$ cat src/rtl/sram_1rw_mask_gen.sv
// Single-port masked SRAM behavioural model with optional output register and post-reset clear.
// Latency: read data and rvalid 1 cycle after the accepted read (OUT_REG=0) or 2 cycles (OUT_REG=1).
// Backpressure: RW0_ready gates acceptance; accesses with RW0_ready=0 are dropped with no side effects.
//
// Ports: RW0_clk/RW0_rst_n (async active-low), RW0_addr/RW0_en/RW0_wmode/RW0_wmask/RW0_wdata
// access request, RW0_ready accept flag, RW0_rvalid one-cycle read strobe, RW0_rdata held read data.
// Optional macro SRAM_MODEL_INIT_CLEAR_EN compiles in a RESET->CLEAR->IDLE sweep that zeroes every
// entry after reset and holds RW0_ready low until the sweep completes.
module sram_1rw_mask_gen #(
    parameter int DEPTH     = 16,
    parameter int WIDTH     = 26,
    parameter int MASK_GRAN = 13,
    parameter int ADDR_W    = 4,
    parameter int OUT_REG   = 0
) (
    input  logic                       RW0_clk,
    input  logic                       RW0_rst_n,
    input  logic [ADDR_W-1:0]          RW0_addr,
    input  logic                       RW0_en,
    input  logic                       RW0_wmode,
    input  logic [WIDTH/MASK_GRAN-1:0] RW0_wmask,
    input  logic [WIDTH-1:0]           RW0_wdata,
    output logic                       RW0_ready,
    output logic                       RW0_rvalid,
    output logic [WIDTH-1:0]           RW0_rdata
);

    localparam int LANES = WIDTH / MASK_GRAN;
    localparam logic [ADDR_W:0] DEPTH_V = (ADDR_W+1)'(DEPTH);

    logic [WIDTH-1:0]  mem [DEPTH];
    logic              ready;
    logic              clr_we;
    logic [ADDR_W-1:0] clr_idx;

    logic in_range;
    logic acc;
    logic wr_acc;
    logic rd_acc;

    // Zero-extend so that DEPTH == 2**ADDR_W compares correctly.
    assign in_range = ({1'b0, RW0_addr} < DEPTH_V);
    assign acc      = RW0_en & ready;
    assign wr_acc   = acc & RW0_wmode & in_range;
    assign rd_acc   = acc & ~RW0_wmode;

    // Array storage is deliberately not reset. The clear sweep owns the
    // array while it runs; user writes cannot collide with it because
    // ready is low for the whole sweep.
    always_ff @(posedge RW0_clk) begin
        if (clr_we) begin
            mem[clr_idx] <= '0;
        end else if (wr_acc) begin
            for (int i = 0; i < LANES; i++) begin
                if (RW0_wmask[i]) begin
                    mem[RW0_addr][i*MASK_GRAN +: MASK_GRAN] <= RW0_wdata[i*MASK_GRAN +: MASK_GRAN];
                end
            end
        end
    end

    // First read stage: captures only on accepted reads, so data holds otherwise.
    logic [WIDTH-1:0] rd_q;
    logic             rv_q;

    always_ff @(posedge RW0_clk or negedge RW0_rst_n) begin
        if (!RW0_rst_n) begin
            rd_q <= '0;
            rv_q <= 1'b0;
        end else begin
            rv_q <= rd_acc;
            if (rd_acc) begin
                rd_q <= in_range ? mem[RW0_addr] : '0;
            end
        end
    end

    generate
        if (OUT_REG != 0) begin : g_out_reg
            logic [WIDTH-1:0] rd_q2;
            logic             rv_q2;

            always_ff @(posedge RW0_clk or negedge RW0_rst_n) begin
                if (!RW0_rst_n) begin
                    rd_q2 <= '0;
                    rv_q2 <= 1'b0;
                end else begin
                    rv_q2 <= rv_q;
                    if (rv_q) begin
                        rd_q2 <= rd_q;
                    end
                end
            end

            assign RW0_rdata  = rd_q2;
            assign RW0_rvalid = rv_q2;
        end else begin : g_no_out_reg
            assign RW0_rdata  = rd_q;
            assign RW0_rvalid = rv_q;
        end
    endgenerate

`ifdef SRAM_MODEL_INIT_CLEAR_EN
    typedef enum logic [1:0] {
        ST_RESET = 2'd0,
        ST_CLEAR = 2'd1,
        ST_IDLE  = 2'd2
    } state_t;

    localparam logic [ADDR_W-1:0] LAST_IDX = ADDR_W'(DEPTH - 1);

    state_t            state;
    state_t            state_nxt;
    logic [ADDR_W-1:0] clr_cnt;
    logic [ADDR_W-1:0] clr_cnt_nxt;

    always_ff @(posedge RW0_clk or negedge RW0_rst_n) begin
        if (!RW0_rst_n) begin
            state   <= ST_RESET;
            clr_cnt <= '0;
        end else begin
            state   <= state_nxt;
            clr_cnt <= clr_cnt_nxt;
        end
    end

    // RESET is only observable between reset release and the first edge;
    // the async reset puts the FSM back there from any state.
    always_comb begin
        state_nxt   = state;
        clr_cnt_nxt = clr_cnt;
        clr_we      = 1'b0;
        case (state)
            ST_RESET: begin
                state_nxt   = ST_CLEAR;
                clr_cnt_nxt = '0;
            end
            ST_CLEAR: begin
                clr_we = 1'b1;
                if (clr_cnt == LAST_IDX) begin
                    state_nxt   = ST_IDLE;
                    clr_cnt_nxt = '0;
                end else begin
                    clr_cnt_nxt = clr_cnt + 1'b1;
                end
            end
            ST_IDLE: begin
                state_nxt = ST_IDLE;
            end
            default: begin
                state_nxt = ST_RESET;
            end
        endcase
    end

    assign ready   = (state == ST_IDLE);
    assign clr_idx = clr_cnt;
`else
    logic ready_q;

    always_ff @(posedge RW0_clk or negedge RW0_rst_n) begin
        if (!RW0_rst_n) begin
            ready_q <= 1'b0;
        end else begin
            ready_q <= 1'b1;
        end
    end

    assign ready   = ready_q;
    assign clr_we  = 1'b0;
    assign clr_idx = '0;
`endif

    assign RW0_ready = ready;

endmodule

$ cat config.mk
export PLATFORM = sky130hd
export DESIGN_NAME = sram_1rw_mask_gen
export DESIGN_NICKNAME = d
export VERILOG_FILES = /design/src/rtl/sram_1rw_mask_gen.sv
export SDC_FILE = /design/constraint.sdc
export NUM_CORES = 1
export LEC_CHECK = 0
export CAP_MARGIN = 5
export CELL_PAD_IN_SITES_DETAIL_PLACEMENT = 1
export CELL_PAD_IN_SITES_GLOBAL_PLACEMENT = 1
export CORE_MARGIN = 5
export CORE_UTILIZATION = 35
export CTS_BUF_LIST = sky130_fd_sc_hd__clkbuf_4
export CTS_CLUSTER_SIZE = 28
export DETAILED_ROUTE_END_ITERATION = 16
export PLACE_DENSITY = 0.54
export SLEW_MARGIN = 20
export SYNTH_ARGS = -nofsm -noshare
export SYNTH_HDL_FRONTEND = slang
export SYNTH_SLANG_ARGS = --single-unit
$ cat constraint.sdc
create_clock -name RW0_clk -period 2.3 [get_ports RW0_clk]
set_input_delay 0.46 -clock RW0_clk [delete_from_list [all_inputs] [get_ports RW0_clk]]
set_output_delay 0.46 -clock RW0_clk [all_outputs]
set_load 0.02 [all_outputs]
==> impl_metrics.tcl <==
set metrics [dict create \
    clk_pin_slew_ns 0.08 \
    avgSynthCellArea_um2 18.3 \
    ys.flop_type "edfxtp_1" \
    synthTopCellsByArea "edfxtp_1, mux2i_1, dfrtp_1" \
    yosys_warnings 0 \
    drc 0 \
    relSlewSlack_pct 51.2 \
    grt_util_all_layers_pct 16.4 \
    synth_compound_area_share_pct 4.68 \
    tritoncts "yes" \
    synth_cells 934 \
    synth.top_cell.area_share_pct 73.0 \
    syn_area_um2 17100 \
    fin_crit_ns 2.02 \
    final_area_um2 20700 \
    dieArea_um2 53400 \
    cts_max_level 3 \
    grt-ovfl-total 0 \
    start_kind "flop" \
    clockBufferDepth 3 \
    hold_viol_final 0 \
    fill_cells 4836 \
    netlist_top_cells_count "edfxtp_1, mux2i_1, nor2_1, o22ai_1, dfrtp_1" \
    drt_iter0_drc 547 \
    coreArea_um2 48600 \
    end_kind "output pin" \
    clock_latency_ns 0.82 \
    rsz0062_at_grt "false" \
    slew_violations 0 \
    via_per_inst 4.94 \
    route.detailed.wl_per_inst_um 22.8 \
    grt_pass1_wl_mm 65.5 \
    arrival_ns 1.56 \
    final_util_pct 42.5 \
    synth-xor-area-share_pct 0 \
    ios 64 \
    drive_gt1_share_pct 27.1 \
    num_rows 81 \
    synth_top_family_by_area "multiplexers" \
    cp_top_family "flip-flops" \
    totalWireLength_mm 43.3 \
    crit_chain "dlygate4sd2_1" \
    port_buffers 63 \
    cp_slowest_stage_delay_ns 0.38 \
    yosysSeqAreaShare_pct 77.1 \
    setup_viol 0 \
    status "finished, final reports clean" \
    areaGrowthSynthToFinish_pct 20.8 \
    postCtsSetupRepairBufs 0 \
    cellLeakagePower_nw 7.37 \
    max_freq_mhz 494 \
    dpl.hpwl_mm 28.8 \
    skew_ns 0.0379 \
    synth_simple_gate_area_share_pct 3.34 \
    finalCritPeriodShare_pct 88.0 \
    floorplan.initialDensity_pct 35.2 \
    grt_pass1_vias 10300 \
    worstSetupStartpoint "RW0_rdata[6]" \
    clock_sinks 444 \
    postPlaceCellArea_um2 19200 \
    synth_nets 970 \
    cp.required_ns 1.84 \
    numCtsBuffers 111 \
    vias 9385 \
    crit_type "flop to output pin" \
    cts_root_buf "clkbuf_4" \
    preCtsSetupSlack_ns -0.0687 \
    hp-class "input pin to async pin" \
    dieHeight_um 231 \
    power_density_nw_per_um2 808 \
    dr.pass1.iters 6 \
    total_power_mw 16.7 \
    synth_cell_types 30 \
    synth_edf_count 416 \
    slowest_stage "dfrtp_1" \
    synth_top_cell_by_area "edfxtp_1" \
    max_cap_violations 0 \
    synthAdderAreaFrac_pct 0 \
    async_reset_ff_share_pct 6.31 \
    worst_pin_slew_ns 0.730 \
    synth-seq-cells 444 \
    path_buf_inv 1 \
    gp_congestion 0.741 \
    synth_mux_area_share_pct 12.6 \
    regToRegStartpoint "RW0_ready" \
    die_w_um 231 \
    fin_ws_ns 0.276 \
    antenna_found_initial 1 \
    fin_nets 1219 \
    path_max_fanout 2 \
    vdd_drop_max_v 0.000283 \
    grt_max_degree 54 \
    ant_nets 0 \
    synth_most_common_cell "edfxtp_1" \
]
## layer usage
| metal | track usage (%) | vias to the layer above | part of all wire (%) |
|---|---|---|---|
| met4 | 5.50 | 0 | 1.8 |
| li1 | - | 4314 | - |
| met2 | 25.7 | 213 | 47 |
| met1 | 23.1 | 4805 | 47 |
| met3 | 3.19 | 53 | 4.0 |
| met5 | 0 | - | 0 |
## metrics by stage
step           TNS (ns)  hold slack, ns  cells
6_report              0           0.165   1898
2_1_floorplan   -0.0857           0.164    934
3_3_place_gp     -0.671           0.474   1691
5_1_grt               0           0.132   1898
4_1_cts               0          0.0868   1897
3_5_place_dp      -2.42           0.482   1691
## placed cells by master (no fill, tap or decap), types with 2 or more instances in the layout
| cell type | synthesis | layout |
|---|---|---|
| nand3b_1 | 3 | 3 |
| a31oi_1 | 26 | 26 |
| dlygate4sd2_1 | 0 | 28 |
| o22ai_1 | 52 | 52 |
| mux2i_1 | 156 | 156 |
| and4_1 | 2 | 2 |
| nor2b_1 | 3 | 2 |
| nand2b_1 | 2 | 2 |
| edfxtp_1 | 416 | 416 |
| buf_12 | 1 | 14 |
| clkinv_1 | 0 | 22 |
| or3b_1 | 3 | 3 |
| a2bb2oi_1 | 9 | 9 |
| mux4_2 | 26 | 26 |
| clkinv_2 | 0 | 4 |
| nor2_1 | 86 | 85 |
| o21ai_1 | 5 | 5 |
| a221oi_1 | 17 | 17 |
| nand3_1 | 11 | 11 |
| o21ai_0 | 12 | 12 |
| clkdlybuf4s50_1 | 0 | 30 |
| buf_4 | 15 | 114 |
| dfrtp_1 | 28 | 28 |
| clkbuf_4 | 1 | 175 |
| buf_2 | 11 | 3 |
| inv_2 | 0 | 4 |
| nand2_1 | 17 | 17 |
## final cells by class
class | instances | area, um2 | share of cell area [%]
Sequential cell | 444 | 13200 | 63.9
Multi-Input combinational cell | 435 | 3530 | 17.1
Timing Repair Buffer | 191 | 1720 | 8.33
Clock buffer | 175 | 1310 | 6.36
Tap cell | 622 | 778 | 3.77
Clock inverter | 30 | 118 | 0.569
Antenna cell | 1 | 2.50 | 0.0121
## final timing paths
kind | slack (ns) | depth (start not counted) | to
min in group RW0_clk | 0.31 | 4 | RW0_rdata[6]
hold / removal | 0.17 | 2 | RW0_ready
max in group asynchronous | 1.41 | 3 | RW0_rdata[14]
setup reg to reg | 0.46 | 4 | mem[14][7]
setup / recovery | 0.28 | 1 | RW0_rdata[6]
hold reg to reg | 0.55 | 2 | RW0_rdata[10]
## sequential cells by signal (all words and copies together) (netlist names)
| name | cells |
|---|---|
| RW0_rdata | 26 |
| RW0_rvalid | 1 |
| RW0_ready | 1 |
| mem | 416 |
## cell families after synthesis
kind of cell | count (synthesis)
flops | 444
buf+inv | 55
mux | 182
compound gates | 121
other cells | 1
simple gates | 131
## power by group
group          total, mW  internal [mW]  switching, mW  leakage [nW]
Combinational       1.16          0.459          0.704          2.44
Sequential          8.99           8.94         0.0567          4.05
Clock               6.54           3.44           3.10         0.872
Total               16.7           12.8           3.86          7.37
## what timing repair did
| item | 4_1_cts | 5_1_grt |
|---|---|---|
| resized for setup | 28 | 0 |
| hold buffers | 1 | 0 |
| hold endpoints to repair | 14 | 0 |
| endpoints found under the setup margin | 28 | 0 |
(Power assumes the default switching activity.)
